$ cat src/rtl/dft_frame_loader.sv
// Ping-pong framer for the 16-point DFT front end: collects 2N serial samples per bank
// and presents frame A (indices 0..N-1) and frame B (indices N..2N-1) in parallel.
module dft_frame_loader #(
    parameter int DW = 9,
    parameter int N  = 16
) (
    input  logic            clk,
    input  logic            rst,
    input  logic            in_valid,
    output logic            in_ready,
    input  logic [DW-1:0]   in_data,
    input  logic            flush,
    output logic            frame_valid,
    input  logic            frame_ready,
    output logic [N*DW-1:0] fa_flat,
    output logic [N*DW-1:0] fb_flat,
    output logic [15:0]     frame_cnt
);
    localparam int D  = 2 * N;
    localparam int PW = $clog2(D);
    localparam logic [PW-1:0] LAST = PW'(D - 1);

    logic [DW-1:0] mem_q [2][D];
    logic [DW-1:0] mem_d [2][D];
    logic [1:0]    full_q, full_d;
    logic [PW-1:0] wr_ptr_q, wr_ptr_d;
    logic          wr_sel_q, wr_sel_d;
    logic          rd_sel_q, rd_sel_d;
    logic [15:0]   cnt_q, cnt_d;
    logic          accept;
    logic          consume;

    assign in_ready    = !rst && !full_q[wr_sel_q];
    assign frame_valid = full_q[rd_sel_q];
    assign frame_cnt   = cnt_q;
    assign accept      = in_valid && in_ready;
    assign consume     = frame_valid && frame_ready;

    // Write and consume always target different banks: the write bank is never full.
    always_comb begin
        mem_d    = mem_q;
        full_d   = full_q;
        wr_ptr_d = wr_ptr_q;
        wr_sel_d = wr_sel_q;
        rd_sel_d = rd_sel_q;
        cnt_d    = cnt_q;
        if (flush) begin
            wr_ptr_d = '0;
        end else if (accept) begin
            mem_d[wr_sel_q][wr_ptr_q] = in_data;
            if (wr_ptr_q == LAST) begin
                wr_ptr_d         = '0;
                full_d[wr_sel_q] = 1'b1;
                wr_sel_d         = !wr_sel_q;
            end else begin
                wr_ptr_d = wr_ptr_q + 1'b1;
            end
        end
        if (consume) begin
            full_d[rd_sel_q] = 1'b0;
            rd_sel_d         = !rd_sel_q;
            cnt_d            = cnt_q + 16'd1;
        end
    end

    always_ff @(posedge clk) begin
        if (rst) begin
            for (int b = 0; b < 2; b++) begin
                for (int i = 0; i < D; i++) begin
                    mem_q[b][i] <= '0;
                end
            end
            full_q   <= '0;
            wr_ptr_q <= '0;
            wr_sel_q <= 1'b0;
            rd_sel_q <= 1'b0;
            cnt_q    <= '0;
        end else begin
            mem_q    <= mem_d;
            full_q   <= full_d;
            wr_ptr_q <= wr_ptr_d;
            wr_sel_q <= wr_sel_d;
            rd_sel_q <= rd_sel_d;
            cnt_q    <= cnt_d;
        end
    end

    genvar gi;
    generate
        for (gi = 0; gi < N; gi++) begin : g_out
            assign fa_flat[DW*gi +: DW] = mem_q[rd_sel_q][gi];
            assign fb_flat[DW*gi +: DW] = mem_q[rd_sel_q][N+gi];
        end
    endgenerate

endmodule

$ cat config.mk
export PLATFORM = sky130hd
export DESIGN_NAME = dft_frame_loader
export DESIGN_NICKNAME = d
export VERILOG_FILES = /design/src/rtl/dft_frame_loader.sv
export SDC_FILE = /design/constraint.sdc
export NUM_CORES = 1
export LEC_CHECK = 0
export CELL_PAD_IN_SITES_DETAIL_PLACEMENT = 2
export CELL_PAD_IN_SITES_GLOBAL_PLACEMENT = 2
export CORE_MARGIN = 10
export CORE_UTILIZATION = 38
export CTS_CLUSTER_DIAMETER = 40
export DETAILED_ROUTE_END_ITERATION = 12
export GPL_TIMING_DRIVEN = 0
export PLACE_DENSITY = 0.92
export SLEW_MARGIN = 30
export SYNTH_ARGS = -nofsm -noshare
export SYNTH_HDL_FRONTEND = slang
export SYNTH_SLANG_ARGS = --single-unit
$ cat constraint.sdc
create_clock -name clk -period 4 [get_ports clk]
set_input_delay 0.8 -clock clk [delete_from_list [all_inputs] [get_ports clk]]
set_output_delay 0.8 -clock clk [all_outputs]
set_load 0.02 [all_outputs]
==> results of run 1 <==
worst register-to-register path, cell delays in order, from the launching register on:
cell and delay, ps:
dfxtp_1 500, ha_1 320, nor4bb_1 360, buf_2 410
buf_2 560, nand3_1 480, clkbuf_1 360, o21ai_0 640
area by class of cell:
| cell class | count | area, µm² | area share (%) |
|---|---|---|---|
| timing repair buffer | 309 | 3093 | 9.459 |
| sequential | 601 | 12030 | 36.79 |
| multi-input combinational | 1640 | 11730 | 35.87 |
| buffer | 255 | 1056 | 3.229 |
| clock inverter | 64 | 1006 | 3.076 |
| tap | 855 | 1070 | 3.272 |
| inverter | 5 | 18.77 | 0.05740 |
| clock buffer | 121 | 2690 | 8.227 |
| antenna | 2 | 5.005 | 0.01531 |
timing repair:
| action | 4_1_cts | 5_1_grt |
|---|---|---|
| setup buffers | 0 | 0 |
| cloned | 0 | 0 |
| endpoints found under the setup margin | 277 | 46 |
| resized for setup | 33 | 7 |
routing by layer:
metal | global-route usage, % | vias up | part of all wire, % | wire (µm)
li1 | - | 9775 | - | -
met1 | 38.47 | 12490 | 37 | 51030
met2 | 59.36 | 1437 | 48 | 66740
met3 | 8.871 | 566 | 8.0 | 11060
met4 | 25.21 | 6 | 7.3 | 10150
met5 | 0 | - | 0.023 | 32
stage by stage:
step                setup slack (ps)  hold WS, ps  util (%)  std cells
finish                        -19.31        471.8     50.72       3852
global route                  -48.68        505.4     50.72       3850
CTS                            3.685        470.8     50.69       3850
detailed placement            -860.3        455.4     44.91       3667
global placement              -796.9        443.5     44.89       3667
floorplan                       1155        432.9         -       2503
worst paths after layout:
check | from | endpoint
setup / recovery | rd_sel_q | fb_flat[1]
hold / removal | mem_q[236] | mem_q[236]
setup reg to reg | wr_ptr_q[0] | mem_q[73]
hold reg to reg | mem_q[236] | mem_q[236]
flip-flops by register name (all words and copies together), names as in the netlist:
register   cells
rd_sel_q       1
wr_sel_q       1
mem_q        576
full_q         2
wr_ptr_q       5
frame_cnt     16
power groups by stage:
stage                     clock (µW)  combinational [µW]  sequential (µW)
after CTS                       9770                 489             5990
after global placement             0                 462             6120
after detailed placement           0                 473             6120
after floorplan                    0                 218             6120
after global routing           10100                 509             5990
final                           9810                 516             5990
layout by cell type (no fill, tap or decap), drive strengths merged, types with 7 or more instances in the layout:
| cell type | n |
|---|---|
| o21ai | 503 |
| clkbuf | 341 |
| nand3b | 496 |
| mux2i | 73 |
| bufinv | 20 |
| nor2 | 85 |
| a21oi | 25 |
| inv | 13 |
| and3 | 7 |
| buf | 35 |
| clkinvlp | 11 |
| clkinv | 25 |
| dfxtp | 601 |
| clkdlybuf4s50 | 309 |
| nand2b | 11 |
| nand3 | 71 |
| nand2 | 27 |
| mux2 | 290 |
cell families after synthesis:
kind of cell	after synthesis	share of synthesized area, %
compound gates	534	10.85
xor+xnor	8	0.2829
fa+ha+maj	6	0.3030
buf+inv	262	4.096
flops	601	48.57
mux	363	16.15
simple gates	729	19.75
==> impl_metrics.json, run 1 <==
{
  "ys_ff_latch": 601,
  "clockBufferDepth": 3,
  "async_flop_share_pct": 0,
  "worstMarginPinSlew_ps": 1127,
  "dr.pass1.iters": 6,
  "ys_seq_area_share_pct": 48.57,
  "final_antenna_net_count": 0,
  "power_uw": 16320,
  "portBuffers": 309,
  "area_delta_synth_final_pct": 32.00,
  "finalHoldViolCount": 0,
  "report.final.slew_viol_count": 0,
  "slew_headroom_pct": 24.88,
  "cp.depth": 5,
  "place_hpwl_mm": 79.44,
  "gr-total-overflow": 0,
  "route.vias.total": 24270,
  "clock-sinks": 601,
  "finalCriticalPeriod_ps": 4019,
  "holdBufCountCts": 0,
  "synth_most_common_cell": "dfxtp_1",
  "worstSetupPathType": "flop to output port",
  "critPathArrivalTime_ps": 3220,
  "crit_path_max_fanout": 10,
  "clk_pin_slew_ps": 70,
  "violations": "setup timing",
  "layout-drive-gt1-share_pct": 18.33,
  "synthTopCellsByArea": "dfxtp_1 (49%), nand3b_1 (15%), mux2_2 (13%), o21ai_0 (10%), clkbuf_1 (3.4%)",
  "ys_top_cells_by_count": "dfxtp_1 (601), o21ai_0 (498), nand3b_1 (496)",
  "power_density_nw_per_um2": 499.2,
  "maxCapViolations": 0,
  "whs_path_depth": 2,
  "synth_top_flop_cell": "dfxtp_1",
  "cp-end-kind": "output port",
  "timing.fmax_mhz": 248.8,
  "io_pins": 320,
  "post-route-drc-count": 0,
  "syn_nets": 2523,
  "clkLatencyLatePin_ps": 680,
  "antenna_found_initial": 4,
  "synth-edff-count": 0,
  "min_period_over_period_pct": 100.5,
  "die_w_um": 275.3,
  "die_area_um2": 75800,
  "cts-root-buf": "clkbuf_16",
  "setup_viol": 8,
  "fin_tns_setup_ps": -67.88,
  "setup_slack_ps": -19.31,
  "status": "complete, but fails checks",
  "dpl_cell_area_um2": 28950,
  "gp_congestion": 0.8602,
  "netlist_instances": 2503,
  "ir_drop_mv": 0.5128,
  "cpLargestDelayFamily": "buffers and inverters",
  "first_iter_violations": 2476,
  "cp_slowest_cell": "clkdlybuf4s50_1",
  "r2r_setup_slack_ps": 190,
  "syn_avg_cell_area_um2": 9.897,
  "grt_pass1_vias": 27200,
  "yosys.area.top_type": "dfxtp_1",
  "netSwitchingFraction_pct": 24.92,
  "core_area_um2": 64460,
  "grt_pass1_wl_mm": 198.5,
  "htree_levels": 3,
  "rsz0062_at_grt": "true",
  "synth_top_area_share_pct": 48.57,
  "critical_path_required_ps": 3200,
  "final.fill_count": 6401,
  "routedWlPerCell_um": 36.09,
  "drt-vias-per-instance": 6.301,
  "r2r_cells": 7,
  "min_path_type": "flop to flop",
  "finalClockSkew_ps": 39.80,
  "cts_buffers": 98,
  "start_util_pct": 38.43,
  "p_leak_uw": 0.01212,
  "intPower_uw": 12260,
  "yosysWarnings": 0,
  "path_cells": "clkbuf_1, buf_2, clkbuf_2, mux2_2, clkdlybuf4s50_1",
  "grt_max_degree": 29,
  "cts_tree": "built",
  "rows": 93,
  "combinationalPowerShare_pct": 3.2,
  "fin_area_um2": 32700,
  "totalWireLength_mm": 139.0,
  "grtUsageTotal_pct": 35.27,
  "die_h_um": 275.3,
  "p_seq_share_pct": 36.7,
  "p_sw_uw": 4068,
  "clkPwrFrac_pct": 60.1,
  "path_buf_inv": 4,
  "nNetsFinal": 2930,
  "ys_types": 37,
  "syn_area_um2": 24770,
  "start_kind": "flop",
  "cpPeakStageDelay_ps": 560
}
(Power assumes the default switching activity.)
==> run 2: changes to the inputs <==
--- a/config.mk
+++ b/config.mk
@@ -9,10 +9,11 @@
 export CELL_PAD_IN_SITES_GLOBAL_PLACEMENT = 2
 export CORE_MARGIN = 10
 export CORE_UTILIZATION = 38
-export CTS_CLUSTER_DIAMETER = 40
+export CTS_CLUSTER_DIAMETER = 120
 export DETAILED_ROUTE_END_ITERATION = 12
 export GPL_TIMING_DRIVEN = 0
 export PLACE_DENSITY = 0.92
+export SKIP_LAST_GASP = 1
 export SLEW_MARGIN = 30
 export SYNTH_ARGS = -nofsm -noshare
 export SYNTH_HDL_FRONTEND = slang
==> impl_metrics.json, run 2 (synthesis results as in run 1) <==
{
  "power_uw": 12990,
  "r2r_setup_slack_ps": 570,
  "layout-drive-gt1-share_pct": 16.22,
  "worstSetupPathType": "flop to output port",
  "min_path_type": "flop to flop",
  "core_area_um2": 64460,
  "place_hpwl_mm": 79.44,
  "totalWireLength_mm": 129.1,
  "worstMarginPinSlew_ps": 1116,
  "antenna_found_initial": 6,
  "fin_area_um2": 31200,
  "clockBufferDepth": 3,
  "post-route-drc-count": 0,
  "grtUsageTotal_pct": 32.89,
  "slew_headroom_pct": 25.63,
  "cts_buffers": 68,
  "cp_slowest_cell": "clkdlybuf4s50_1",
  "p_leak_uw": 0.01144,
  "worstReg2RegStart": "wr_ptr_q[0]",
  "dpl_cell_area_um2": 28950,
  "dp.cells": 3667,
  "grt_max_degree": 29,
  "start_kind": "flop",
  "final_antenna_net_count": 0,
  "cp.depth": 5,
  "cts_tree": "built",
  "rsz0062_at_grt": "false",
  "io_pins": 320,
  "path_cells": "clkbuf_1, clkbuf_2, clkbuf_2, mux2_2, clkdlybuf4s50_1",
  "layout_common_cells": "dfxtp_1 (601), o21ai_0 (498), nand3b_1 (496)",
  "clk_pin_slew_ps": 60,
  "gr-total-overflow": 0,
  "min_period_over_period_pct": 98.98,
  "reg2reg_to": "mem_q[169]",
  "drt-vias-per-instance": 6.232,
  "holdBufCountCts": 0,
  "routedWlPerCell_um": 34.12,
  "crit_top_cell": "clkbuf_2",
  "critPathArrivalTime_ps": 3160,
  "first_iter_violations": 2111,
  "report.final.slew_viol_count": 0,
  "setup_viol": 0,
  "grt_pass1_vias": 26380,
  "power_density_nw_per_um2": 416.3,
  "ir_drop_mv": 0.2632,
  "cp-end-kind": "output port",
  "status": "finished, final reports clean",
  "die_area_um2": 75800,
  "cpPeakStageDelay_ps": 560,
  "cpLargestDelayFamily": "buffers and inverters",
  "r2r_cells": 8,
  "finalHoldViolCount": 0,
  "htree_levels": 3,
  "final_core_util_pct": 48.40,
  "rows": 93,
  "gp_congestion": 0.8602,
  "final_cells": 3784,
  "finalClockSkew_ps": 35.96,
  "crit_path_max_fanout": 10,
  "holdWs_ps": 478.2,
  "hp-start": "mem_q[238]",
  "area_delta_synth_final_pct": 25.95,
  "grt_pass1_wl_mm": 185.8,
  "start_util_pct": 38.43,
  "clkLatencyLatePin_ps": 640,
  "maxCapViolations": 0,
  "die_w_um": 275.3,
  "hold_end": "mem_q[238]",
  "largest_reg_flops": 576,
  "critical_path_required_ps": 3200,
  "whs_path_depth": 2,
  "path_buf_inv": 4,
  "finalCriticalPeriod_ps": 3959,
  "top_register": "mem_q",
  "portBuffers": 309,
  "mostFrequentLayoutCell": "dfxtp_1",
  "cts-root-buf": "clkbuf_16",
  "die_h_um": 275.3,
  "route.vias.total": 23580,
  "dr.pass1.iters": 6,
  "nNetsFinal": 2901,
  "timing.fmax_mhz": 252.6,
  "clock-sinks": 601
}
==> run 2: cell types whose count changed in the layout (fill, tap and decap cells not counted), moves of 6 or more <==
cell        previous run  this run
bufinv_16             20         2
clkbuf_1             183       189
clkbuf_16             99        71
clkinv_4              11         0
clkinvlp_4            11         1
==> run 2: layout make-up <==
| class | instances | area (µm²) |
|---|---|---|
| multi-input combinational | 1640 | 11730 |
| timing repair buffer | 310 | 3104 |
| clock inverter | 17 | 167.7 |
| tap | 855 | 1070 |
| sequential | 601 | 12030 |
| antenna | 1 | 2.502 |
| fill | 6595 | 33260 |
| clock buffer | 100 | 2026 |
| buffer | 255 | 1054 |
| inverter | 5 | 18.77 |
==> run 2: worst reg2reg max path: stages, from the launching register on <==
cell and delay [ps]:
dfxtp_1 480, ha_1 190, nor4bb_1 320, buf_2 510
buf_2 550, nand3_1 530, clkbuf_1 380, nand3b_1 180
o21ai_0 120
==> run 2: stage by stage <==
step	TNS, ps	setup slack, ps
2_1_floorplan	0	1155
3_3_place_gp	-796.9	-796.9
3_5_place_dp	-860.3	-860.3
4_1_cts	-61.55	-15.35
5_1_grt	0	1.746
6_report	0	41.00
==> run 2: routing by layer <==
layer / vias to the layer above / global-route usage [%] / part of all wire [%]
li1: 9669 / - / -
met1: 12240 / 36.91 / 38
met2: 1226 / 56.36 / 49
met3: 437 / 6.646 / 7.0
met4: 8 / 21.17 / 6.0
met5: - / 0 / 0.041
==> run 2: report_power, final <==
group	switching (µW)	total, µW	internal (µW)	leakage [µW]
Sequential	3.43	5990	5990	0.00484
Combinational	387	510	123	0.00552
Clock	2840	6490	3650	0.00108
Total	3230	13000	9760	0.0114
==> run 2: timing repair <==
action | in CTS | in global routing
resized for setup | 26 | 15
setup endpoints to repair | 277 | 71
buffers inserted | 0 | 0
==> run 2: worst max-delay path by stage <==
stage,from,to
4_1_cts,rd_sel_q,fb_flat[110]
3_5_place_dp,rst,in_ready
3_3_place_gp,rst,in_ready
5_1_grt,rd_sel_q,fb_flat[1]
6_report,rd_sel_q,fb_flat[4]
2_1_floorplan,rst,in_ready
==> run 3: changes to the inputs <==
--- a/config.mk
+++ b/config.mk
@@ -13,8 +13,9 @@
 export DETAILED_ROUTE_END_ITERATION = 12
 export GPL_TIMING_DRIVEN = 0
 export PLACE_DENSITY = 0.92
+export RECOVER_POWER = 50
 export SKIP_LAST_GASP = 1
-export SLEW_MARGIN = 30
+export SLEW_MARGIN = 20
 export SYNTH_ARGS = -nofsm -noshare
 export SYNTH_HDL_FRONTEND = slang
 export SYNTH_SLANG_ARGS = --single-unit
==> impl_metrics.json, run 3 (synthesis results as in run 1) <==
{
  "status": "finished, final reports clean",
  "cts-root-buf": "clkbuf_16",
  "die_h_um": 275.3,
  "start_kind": "input pin",
  "p_leak_uw": 0.01140,
  "drt-vias-per-instance": 6.190,
  "regArea_um2": 12030,
  "totalWireLength_mm": 127.5,
  "cts_tree": "built",
  "top_register": "mem_q",
  "ir_drop_mv": 0.3526,
  "crit_top_cell": "clkdlybuf4s50_1",
  "grtUsageTotal_pct": 32.53,
  "clock-sinks": 601,
  "clk_pin_slew_ps": 60,
  "min_path_type": "flop to flop",
  "rsz0062_at_grt": "true",
  "first_iter_violations": 2337,
  "grt_pass1_wl_mm": 184.2,
  "cp_slowest_cell": "clkdlybuf4s50_1",
  "cts_buffers": 68,
  "grt_pass1_vias": 26090,
  "final_core_util_pct": 48.26,
  "place_hpwl_mm": 79.82,
  "layout_common_cells": "dfxtp_1 (601), o21ai_0 (503), nand3b_1 (496)",
  "nNetsFinal": 2900,
  "timing.fmax_mhz": 252.3,
  "grt_max_degree": 29,
  "core_area_um2": 64460,
  "finalClockSkew_ps": 24.59,
  "path_cells": "clkdlybuf4s50_1, buf_2, clkbuf_4, clkbuf_2, nor2_1, clkdlybuf4s50_1",
  "setup_viol": 0,
  "gr-total-overflow": 0,
  "worstSetupPathType": "input pin to output port",
  "final.fill_count": 6624,
  "cp-end-kind": "output port",
  "post-route-drc-count": 0,
  "dp.cells": 3667,
  "route.vias.total": 23440,
  "maxCapViolations": 0,
  "antenna_found_initial": 3,
  "dr.pass1.iters": 5,
  "report.final.slew_viol_count": 0,
  "die_area_um2": 75800,
  "clockBufferDepth": 3,
  "cpPeakStageDelay_ps": 670,
  "clkLatencyLatePin_ps": 630,
  "min_period_over_period_pct": 99.10,
  "power_uw": 12940,
  "path_buf_inv": 5,
  "dp_slack_ps": -896.3,
  "critPathArrivalTime_ps": 3160,
  "slew_headroom_pct": 15.48,
  "largest_reg_flops": 576,
  "die_w_um": 275.3,
  "routedWlPerCell_um": 33.67,
  "start_util_pct": 38.43,
  "area_delta_synth_final_pct": 25.58,
  "cts_setup_buffers": 0,
  "multiInputGateArea_um2": 11710,
  "mostFrequentLayoutCell": "dfxtp_1",
  "critical_path_required_ps": 3200,
  "layout-drive-gt1-share_pct": 14.85,
  "cpLargestDelayFamily": "buffers and inverters",
  "crit_path_max_fanout": 28,
  "final_antenna_net_count": 0,
  "gp_congestion": 0.8602,
  "worstMarginPinSlew_ps": 1268,
  "finalHoldViolCount": 0,
  "final_cells": 3787,
  "finalCriticalPeriod_ps": 3964,
  "portBuffers": 309,
  "setup_slack_ps": 35.97,
  "power_density_nw_per_um2": 416.0,
  "htree_levels": 3,
  "holdBufCountCts": 0,
  "io_pins": 320,
  "rows": 93
}
[run 3: cell types whose count changed in the layout (fill, tap and decap cells not counted), sizes merged]
cell / delta
buf: -20
bufinv: +3
clkbuf: +22
clkdlybuf4s50: -18
clkinv: -2
clkinvlp: -1
diode: +1
dlygate4sd3: +18
[run 3: routing by layer]
layer | share of wire (%) | GRT usage, % | vias to the layer above | wire, µm
met5 | 0.010 | 0 | - | 13
met4 | 6.0 | 19.10 | 2 | 7633
met3 | 7.2 | 7.131 | 414 | 9175
met2 | 49 | 56.24 | 1186 | 62490
met1 | 38 | 36.44 | 12170 | 48220
li1 | - | - | 9672 | -
[run 3: worst paths after layout]
path | from | endpoint | slack (ps) | cells after the start
worst min-delay path | mem_q[237] | mem_q[237] | 490 | 2
worst max-delay path | rst | in_ready | 40 | 6
worst min register to register | mem_q[237] | mem_q[237] | 490 | 2
worst max register to register | wr_ptr_q[0] | mem_q[266] | 320 | 8
[run 3: cell type report]
| cell class | instances | area share (%) |
|---|---|---|
| clock buffers | 103 | 6.250 |
| plain buffers | 255 | 3.270 |
| inverters | 5 | 0.06033 |
| diodes | 2 | 0.01609 |
| repair buffers | 309 | 9.942 |
| well taps | 855 | 3.439 |
| flip-flops and latches | 601 | 38.68 |
| clock inverters | 17 | 0.6998 |
| multi-input cells | 1640 | 37.65 |
[run 3: power by group]
group	switching (µW)	leakage (µW)	total, µW	internal, µW
registers	3.24	0.00484	5990	5990
logic	383	0.00550	503	120
clock network	2770	0.00106	6450	3680
[run 3: worst reg2reg max path, stage by stage (launching register included)]
cell	delay, ps
dfxtp_1	380
inv_1	120
ha_1	170
nor4bb_1	330
clkbuf_1	800
buf_2	540
nand3_1	460
clkbuf_1	350
o21ai_0	390
[run 3: what timing repair did]
item                                   CTS  global route
gates resized for setup                 22            19
gates cloned                             0             0
endpoints found under the hold margin    0             0
setup endpoints to repair              277            86
[run 3: per-stage QoR]
stage	TNS [ps]	instance area, µm²	hold WS (ps)
3_3_place_gp	-796.9	28940	443.5
6_report	0	31110	488.2
4_1_cts	-5.475	31120	480.0
3_5_place_dp	-963.4	28940	456.5
5_1_grt	-90.61	31100	505.3
2_1_floorplan	0	24770	432.9
